[src/rtl/sudoku_game_ctrl.sv]
// rtl/sudoku_game_ctrl.sv - top-level game sequencer for the handwritten-sudoku board
//
// Purpose: captures a puzzle seed and steps the game through IDLE, GEN, PLAY,
// SOLVE and DONE. Along the way it sequences the solver through its load, entry
// and solve phases, validates user entries, counts rejected entries, counts
// play time and drives the VGA stage.
//
// Optional feature macro: SUDOKU_CTRL_TIMER_EN (enables the play_secs timer;
// when undefined play_secs is tied to 0).
//
// Ports:
//   clk, rst_n                   clock, async active-low reset
//   btn_start/enter/solve        one-cycle button pulses (start > solve > enter)
//   in_row, in_col, in_data      user entry coordinates and digit
//   board_blank[80:0]            1 = user-writable cell, index row*9+col
//   lfsr_in                      free-running random value, captured as seed
//   solver_done                  solver finished auto-solve (level)
//   seed, seed_load              latched seed and its 1-cycle update pulse
//   slv_start/read/solve         1-cycle solver command pulses
//   slv_row/col/data             last accepted entry
//   stage                        0 IDLE, 1 GEN, 2 PLAY/SOLVE, 3 DONE
//   entry_err, err_cnt           reject pulse and saturating reject count
//   timeout                      SOLVE ended without solver_done
//   play_secs                    seconds spent in PLAY (saturating)
module sudoku_game_ctrl #(
    parameter int CLK_HZ        = 100_000_000,
    parameter int GEN_WAIT      = 16,
    parameter int SOLVE_TIMEOUT = 2_000_000
) (
    input  logic        clk,
    input  logic        rst_n,
    input  logic        btn_start,
    input  logic        btn_enter,
    input  logic        btn_solve,
    input  logic [3:0]  in_row,
    input  logic [3:0]  in_col,
    input  logic [3:0]  in_data,
    input  logic [80:0] board_blank,
    input  logic [15:0] lfsr_in,
    input  logic        solver_done,
    output logic [15:0] seed,
    output logic        seed_load,
    output logic        slv_start,
    output logic        slv_read,
    output logic        slv_solve,
    output logic [3:0]  slv_row,
    output logic [3:0]  slv_col,
    output logic [3:0]  slv_data,
    output logic [1:0]  stage,
    output logic        entry_err,
    output logic [7:0]  err_cnt,
    output logic        timeout,
    output logic [15:0] play_secs
);

    localparam logic [2:0] S_IDLE  = 3'd0;
    localparam logic [2:0] S_GEN   = 3'd1;
    localparam logic [2:0] S_PLAY  = 3'd2;
    localparam logic [2:0] S_SOLVE = 3'd3;
    localparam logic [2:0] S_DONE  = 3'd4;

    localparam int GW = $clog2(GEN_WAIT + 1);
    localparam int SW = $clog2(SOLVE_TIMEOUT + 1);

    logic [2:0]    state;
    logic [GW-1:0] gen_cnt;
    logic [SW-1:0] solve_cnt;

    logic          range_ok;
    logic [6:0]    cell_idx;
    logic          entry_ok;
    logic          do_restart;

    // The cell index is only formed once the coordinates are known to be in
    // range, so board_blank is never selected beyond bit 80.
    always_comb begin
        range_ok = (in_row <= 4'd8) && (in_col <= 4'd8) &&
                   (in_data >= 4'd1) && (in_data <= 4'd9);
        cell_idx = 7'd0;
        if (range_ok)
            cell_idx = 7'(in_row) * 7'd9 + 7'(in_col);
        entry_ok = range_ok && board_blank[cell_idx];
    end

    // GEN is the only state that ignores btn_start.
    assign do_restart = btn_start && (state != S_GEN);

    always_comb begin
        case (state)
            S_GEN:   stage = 2'd1;
            S_PLAY:  stage = 2'd2;
            S_SOLVE: stage = 2'd2;
            S_DONE:  stage = 2'd3;
            default: stage = 2'd0;
        endcase
    end

    always_ff @(posedge clk or negedge rst_n) begin
        if (!rst_n) begin
            state     <= S_IDLE;
            gen_cnt   <= '0;
            solve_cnt <= '0;
            seed      <= 16'd0;
            seed_load <= 1'b0;
            slv_start <= 1'b0;
            slv_read  <= 1'b0;
            slv_solve <= 1'b0;
            slv_row   <= 4'd0;
            slv_col   <= 4'd0;
            slv_data  <= 4'd0;
            entry_err <= 1'b0;
            err_cnt   <= 8'd0;
            timeout   <= 1'b0;
        end else begin
            seed_load <= 1'b0;
            slv_start <= 1'b0;
            slv_read  <= 1'b0;
            slv_solve <= 1'b0;
            entry_err <= 1'b0;

            if (do_restart) begin
                state     <= S_GEN;
                gen_cnt   <= '0;
                seed      <= lfsr_in;
                seed_load <= 1'b1;
                err_cnt   <= 8'd0;
                timeout   <= 1'b0;
            end else begin
                case (state)
                    S_GEN: begin
                        if (gen_cnt == GW'(GEN_WAIT - 1)) begin
                            state     <= S_PLAY;
                            slv_start <= 1'b1;
                        end else begin
                            gen_cnt <= gen_cnt + 1'b1;
                        end
                    end
                    S_PLAY: begin
                        if (btn_solve) begin
                            state     <= S_SOLVE;
                            solve_cnt <= '0;
                            slv_solve <= 1'b1;
                        end else if (btn_enter) begin
                            if (entry_ok) begin
                                slv_row  <= in_row;
                                slv_col  <= in_col;
                                slv_data <= in_data;
                                slv_read <= 1'b1;
                            end else begin
                                entry_err <= 1'b1;
                                if (err_cnt != 8'hFF)
                                    err_cnt <= err_cnt + 8'd1;
                            end
                        end
                    end
                    S_SOLVE: begin
                        if (solver_done) begin
                            state <= S_DONE;
                        end else if (solve_cnt == SW'(SOLVE_TIMEOUT - 1)) begin
                            state   <= S_DONE;
                            timeout <= 1'b1;
                        end else begin
                            solve_cnt <= solve_cnt + 1'b1;
                        end
                    end
                    S_DONE:  state <= S_DONE;
                    default: state <= S_IDLE;
                endcase
            end
        end
    end

`ifdef SUDOKU_CTRL_TIMER_EN
    localparam int PW = $clog2(CLK_HZ + 1);

    logic [PW-1:0] presc;
    logic [15:0]   secs;

    // The prescaler advances only while in PLAY, so time spent in SOLVE or
    // DONE does not count towards play time.
    always_ff @(posedge clk or negedge rst_n) begin
        if (!rst_n) begin
            presc <= '0;
            secs  <= 16'd0;
        end else if (do_restart) begin
            presc <= '0;
            secs  <= 16'd0;
        end else if (state == S_PLAY) begin
            if (presc == PW'(CLK_HZ - 1)) begin
                presc <= '0;
                if (secs != 16'hFFFF)
                    secs <= secs + 16'd1;
            end else begin
                presc <= presc + 1'b1;
            end
        end
    end

    assign play_secs = secs;
`else
    assign play_secs = 16'd0;
`endif

endmodule

[config.mk]
export PLATFORM = sky130hd
export DESIGN_NAME = sudoku_game_ctrl
export DESIGN_NICKNAME = d
export VERILOG_FILES = /design/src/rtl/sudoku_game_ctrl.sv
export SDC_FILE = /design/constraint.sdc
export NUM_CORES = 1
export LEC_CHECK = 0
export CAP_MARGIN = 20
export CORE_MARGIN = 5
export CORE_UTILIZATION = 48
export DETAILED_ROUTE_END_ITERATION = 10
export GPL_TIMING_DRIVEN = 0
export PLACE_DENSITY = 0.94
export SYNTH_ARGS = -nofsm -noshare
export SYNTH_HDL_FRONTEND = slang
export SYNTH_SLANG_ARGS = --single-unit
[constraint.sdc]
create_clock -name clk -period 7.75 [get_ports clk]
set_input_delay 1.1625 -clock clk [delete_from_list [all_inputs] [get_ports clk]]
set_output_delay 1.1625 -clock clk [all_outputs]
set_load 0.02 [all_outputs]
==> metrics.yaml, run 1 <==
drt:
  vias_per_cell: 5.586
  drt-initial-drc-count: 366
  antenna_left: 0
  drc: 0
  wl_um: 14550
  vias: 4547
  dr.pass1.iters: 5
  wl_per_cell_um: 17.87
run_status:
  status: "finished clean"
global_route:
  grt_overflow: 0
  grtUsageTotal: 0.2560
  antenna_found_initial: 0
  grt_max_degree: 72
  grt_pass1_wl_um: 23470
  grt_pass1_vias: 4632
timing:
  slew_violations: 0
  whs_ns: 0.4734
  fin_skew_ns: 0.01395
  hold_viol: 0
  setup_viol: 0
  slew-limit-headroom: 0.4107
  period_minus_slack_ns: 5.700
  tns_ns: 0
  worst_pin_slew_ns: 0.8839
  max_freq_ghz: 0.1754
  period_share: 0.7355
  rsz0062_at_grt: "no"
synthesis:
  synth_ff_type: "dfrtp_1"
  netlist_top_cells_area: "dfrtp_1 (39%), nand2_1 (7.2%), ha_1 (4.1%), mux2i_1 (3.9%), xor2_1 (3.1%)"
  synth_warnings: 0
  synth_cells: 497
  syn_avg_cell_area_um2: 9.237
  async_reset_ff_frac: 1.000
  netlist_area_um2: 4591
  synth_cell_type_count: 62
  synth_edf_count: 0
  yosysSeqAreaShare: 0.3870
  synth-seq-cells: 71
  yosysTopAreaCell: "dfrtp_1"
  synth_top_area_frac: 0.3870
die:
  start_util: 0.4945
  dieArea_um2: 11620
  rows: 35
  die_y_um: 107.8
  core_um2: 9284
  die_x_um: 107.8
  num_io_pins: 175
finish:
  diodes: 0
  final_common_cell: "clkdlybuf4s50_1"
  synthToLayoutAreaGrowth_pct: 44.13
  drive_gt1_frac: 0.1022
  final_cell_mix: "clkdlybuf4s50_1 (157), nand2_1 (88), dfrtp_1 (71)"
  nFillCells: 699
  final_core_util: 0.7127
  multiInputGateArea_um2: 2626
  regArea_um2: 1777
  fin_nets: 812
power:
  power.density_nw_per_um2: 232.7
  leakage_nw: 2.948
  peakVddDrop_mv: 0.1980
placed_design:
  io_buffer_count: 158
  place_congestion: 0.9489
  dp_hpwl_um: 11610
clocking:
  cts_resized: 0
  insertion_delay_ns: 0.34
  clock_tree.root_cell: "clkbuf_8"
  clk_pin_slew_ns: 0.08
  postCtsSetupBuffers: 0
  cts_hold_buf: 0
  cts_tree: "built"
  cts_made_buffers: 9
  htree_levels: 3
  clock-sinks: 71
  clockBufferDepth: 2
setup_path:
  critPathTopFamily: "simple AND/OR/NAND/NOR gates"
  critical_path_peak_fanout: 10
  critical_path_class: "primary input to flip-flop"
  crit_chain: "clkdlybuf4s50_1 > ha_1 > ha_1 > fa_1 > xnor2_1 > or4_1 > a21oi_1 > or4_1 > nor4b_1 > o21ai_1 > o221a_4 > nor4_4 > buf_6 > mux2_4"
  start_kind: "primary input"
  critPathMaxStageDelay_ns: 0.56
  slowest_stage: "xnor2_1"
  crit_required_ns: 7.97
  arrival_ns: 5.92
  critPathBufInv: 2
  crit_path_end_kind: "flip-flop"
hold_path:
  hold_path_class: "flip-flop to flip-flop"
job:
  maxCapViolations: 0
[final timing paths]
path / slack (ns) / cells past startpoint / from / end
worst max register to register: 4.83 / 10 / solve_cnt[14] / solve_cnt[20]
worst max-delay path: 2.05 / 14 / in_row[1] / slv_row[3]
max in group asynchronous: 6.23 / 1 / rst_n / solve_cnt[11]
worst min-delay path: 0.47 / 2 / seed[11] / seed[11]
worst min register to register: 0.47 / 2 / seed[11] / seed[11]
min in group asynchronous: 0.92 / 1 / rst_n / gen_cnt[1]
[logic make-up (layout without fill, tap and decap cells)]
logic type	after synthesis	in the layout	synth area share
DFF	71	71	0.3870
buffers and inverters	45	218	0.05315
and+or+nand+nor	215	215	0.2339
AOI/OAI and AO/OA	89	89	0.1295
other	1	16	0.0008169
adders and majority gates	16	16	0.04524
xor gates and xnor gates	21	21	0.04006
muxes	39	39	0.1104
[sequential cells by signal, indices dropped and copies added (netlist names)]
name	count
seed	16
slv_row	4
err_cnt	8
gen_cnt	5
timeout	1
state	3
slv_read	1
slv_data	4
slv_col	4
seed_load	1
slv_start	1
solve_cnt	21
entry_err	1
slv_solve	1
[synth_stat cells (2+ instances only)]
| cell type | count |
|---|---|
| xnor2_1 | 5 |
| o21ai_0 | 20 |
| a22o_1 | 2 |
| or2_2 | 3 |
| a211oi_1 | 4 |
| a31oi_1 | 3 |
| nor3_1 | 11 |
| a21oi_1 | 24 |
| xor2_1 | 16 |
| inv_1 | 7 |
| a21o_1 | 3 |
| and2_1 | 2 |
| nand2b_1 | 10 |
| dfrtp_1 | 71 |
| mux2i_1 | 18 |
| a2bb2oi_1 | 2 |
| mux2_4 | 9 |
| buf_1 | 2 |
| o211ai_1 | 7 |
| o211a_1 | 2 |
| and3_1 | 12 |
| a211o_1 | 3 |
| buf_4 | 16 |
| mux4_2 | 5 |
| nand4_1 | 13 |
| and4_1 | 2 |
| nor4_1 | 2 |
| o31ai_1 | 4 |
| nor4b_1 | 2 |
| mux2_2 | 7 |
| nor2_1 | 33 |
| buf_2 | 6 |
| nand3_1 | 10 |
| nor2b_1 | 3 |
| or4_1 | 8 |
| o21ai_1 | 2 |
| or3_1 | 9 |
| ha_1 | 15 |
| nand2_1 | 88 |
| clkbuf_1 | 12 |
| a2111oi_0 | 3 |
[cell type report]
class	count	share of cell area
inverter	8	0.004539
tap	129	0.02439
timing repair buffer	158	0.2387
buffer	37	0.03234
sequential	71	0.2685
multi-input combinational	396	0.3969
clock inverter	4	0.01172
clock buffer	11	0.02288
[through the flow]
step	setup WS [ns]	total power, mW	std cells	area (um^2)
after floorplan	2.919	0.8906	512	4647
after global placement	1.893	1.172	799	6390
after detailed placement	1.772	1.199	799	6387
after CTS	2.136	1.544	814	6616
after global routing	1.853	1.629	814	6616
final	2.050	1.540	814	6616
[worst register-to-register path: stages, from the launching register on]
cell	delay [ns]
dfrtp_1	0.43
or4_1	0.50
or4_1	0.52
o311ai_0	0.35
a211oi_1	0.22
nand2_1	0.15
or3_1	0.12
clkbuf_1	0.23
nor3_1	0.10
xnor2_1	0.15
nor2_1	0.06
[where the power goes]
| group | switching [mW] | total, mW | internal [mW] | leakage (nW) |
|---|---|---|---|---|
| clock network | 0.143 | 0.342 | 0.199 | 0.116 |
| registers | 0.0538 | 0.504 | 0.450 | 0.951 |
| logic | 0.387 | 0.694 | 0.307 | 1.88 |
[layer usage]
metal,up-vias,GRT usage,share of wire
met5,-,0,0
met4,0,0.08747,0.030
met3,35,0.05819,0.069
met2,233,0.4329,0.50
met1,2153,0.3216,0.40
li1,2126,-,-
(Power assumes the default switching activity.)
==> run 2, diff against run 1 <==
--- a/config.mk
+++ b/config.mk
@@ -7,10 +7,10 @@
 export LEC_CHECK = 0
 export CAP_MARGIN = 20
 export CORE_MARGIN = 5
-export CORE_UTILIZATION = 48
+export CORE_UTILIZATION = 41
 export DETAILED_ROUTE_END_ITERATION = 10
 export GPL_TIMING_DRIVEN = 0
-export PLACE_DENSITY = 0.94
+export PLACE_DENSITY = 0.86
 export SYNTH_ARGS = -nofsm -noshare
 export SYNTH_HDL_FRONTEND = slang
 export SYNTH_SLANG_ARGS = --single-unit
==> constraint.sdc (replaced) <==
create_clock -name clk -period 4.6 [get_ports clk]
set_input_delay 0.69 -clock clk [delete_from_list [all_inputs] [get_ports clk]]
set_output_delay 0.69 -clock clk [all_outputs]
set_load 0.02 [all_outputs]
==> metrics.yaml, run 2 (synthesis gave the netlist of run 1 again) <==
run_status:
  status: "finished clean"
clocking:
  clock_tree.root_cell: "clkbuf_8"
  clock-sinks: 71
  insertion_delay_ns: 0.34
  htree_levels: 3
  cts_made_buffers: 9
  clk_pin_slew_ns: 0.07
  clockBufferDepth: 2
  cts_tree: "built"
global_route:
  grt_overflow: 0
  grt_pass1_wl_um: 22880
  grt_max_degree: 72
  antenna_found_initial: 1
  grt_pass1_vias: 4689
  grtUsageTotal: 0.2156
finish:
  top_register: "solve_cnt"
  design_area_um2: 6713
  synthToLayoutAreaGrowth_pct: 46.23
  fin_nets: 816
  drive_gt1_frac: 0.1205
  final_cell_mix: "clkdlybuf4s50_1 (153), nand2_1 (88), dfrtp_1 (71)"
  regArea_um2: 1777
  final_core_util: 0.6165
  largest_reg_flops: 21
  multiInputGateArea_um2: 2695
  nFillCells: 908
  final_common_cell: "clkdlybuf4s50_1"
  largestRegisters: "solve_cnt x21, seed x16, err_cnt x8"
setup_path:
  arrival_ns: 4.62
  crit_chain: "clkdlybuf4s50_1 > ha_1 > fa_2 > buf_6 > nand2_1 > nand4b_1 > a21oi_1 > or4_4 > nor4b_4 > o21ai_1 > o221a_4 > nor4_4 > buf_4 > buf_4 > mux2_2"
  critPathTopFamily: "simple AND/OR/NAND/NOR gates"
  critical_path_peak_fanout: 10
  start_kind: "primary input"
  slowest_stage: "fa_2"
  critPathMaxStageDelay_ns: 0.63
  crit_path_end_kind: "flip-flop"
  crit_required_ns: 4.82
  critPathBufInv: 4
  crit_top_cell: "buf_4"
  critical_path_class: "primary input to flip-flop"
timing:
  setup_viol: 0
  worst_slack_ns: 0.2007
  worst_pin_slew_ns: 0.8895
  hold_viol: 0
  period_share: 0.9564
  tns_ns: 0
  slew_violations: 0
  max_freq_ghz: 0.2273
  slew-limit-headroom: 0.4070
  fin_skew_ns: 0.01102
  period_minus_slack_ns: 4.399
  rsz0062_at_grt: "no"
hold_path:
  hold_path_class: "primary input to async pin"
power:
  leakage_nw: 3.002
  power.density_nw_per_um2: 377.5
  peakVddDrop_mv: 0.2841
  p_total_mw: 2.534
placed_design:
  io_buffer_count: 158
  dp_hpwl_um: 11390
  dp_slack_ns: -1.059
  placed_cell_area_um2: 6401
  place_congestion: 0.9580
drt:
  wl_um: 14320
  vias: 4487
  vias_per_cell: 5.406
  drt-initial-drc-count: 312
  wl_per_cell_um: 17.25
  dr.pass1.iters: 5
  antenna_left: 0
  drc: 0
die:
  dieArea_um2: 13410
  die_y_um: 115.8
  start_util: 0.4216
  rows: 38
  die_x_um: 115.8
  core_um2: 10890
  num_io_pins: 175
job:
  maxCapViolations: 0
-- run 2: changes by cell type in the layout (fill, tap and decap cells not counted), sizes merged, moves of 2 or more --
cell,change
buf,+4
clkdlybuf4s50,-4
dlymetal6s2s,+3
clkinvlp,+2
-- run 2: final timing paths --
kind,startpoint,slack (ns),cells after the start,end
min,rst_n,0.47,1,state[1]
min in group clk,seed[4],0.48,2,seed[4]
max reg2reg,solve_cnt[14],1.71,10,solve_cnt[20]
max in group asynchronous,rst_n,3.55,1,slv_data[2]
min reg2reg,seed[4],0.48,2,seed[4]
max,in_row[2],0.20,15,slv_col[3]
-- run 2: layer usage --
metal	vias to the layer above	global-route usage	wire length [um]
met1	2116	0.2665	5781
li1	2138	-	-
met2	200	0.3721	7091
met4	0	0.06961	386
met5	-	0	0
met3	33	0.05117	1058
-- run 2: final cells by class --
type	count	share of cell area
well taps	140	0.02610
diodes	1	0.0003728
clock buffers	10	0.02050
plain buffers	37	0.03299
flip-flops and latches	71	0.2647
repair buffers	162	0.2406
clock inverters	5	0.008760
inverters	8	0.004473
multi-input cells	396	0.4015
-- run 2: what timing repair did --
| item | in CTS | in global routing |
|---|---|---|
| hold buffers | 0 | 0 |
| buffers inserted | 3 | 0 |
| gates cloned | 1 | 0 |
| pin swaps | 2 | 2 |
| setup endpoints to repair | 21 | 15 |
| gates resized for setup | 13 | 7 |
-- run 2: stage by stage --
| stage | std cells | hold WS [ns] |
|---|---|---|
| floorplan | 512 | 0.3944 |
| global placement | 810 | 0.4579 |
| detailed placement | 810 | 0.4629 |
| CTS | 829 | 0.4826 |
| global route | 830 | 0.5048 |
| finish | 830 | 0.4672 |
-- run 2: power by group --
group          leakage [nW]  internal, mW  switching [mW]
sequential            0.951         0.758          0.0853
combinational          1.96         0.536           0.659
clock                0.0944         0.262           0.234
total                  3.00          1.56           0.977
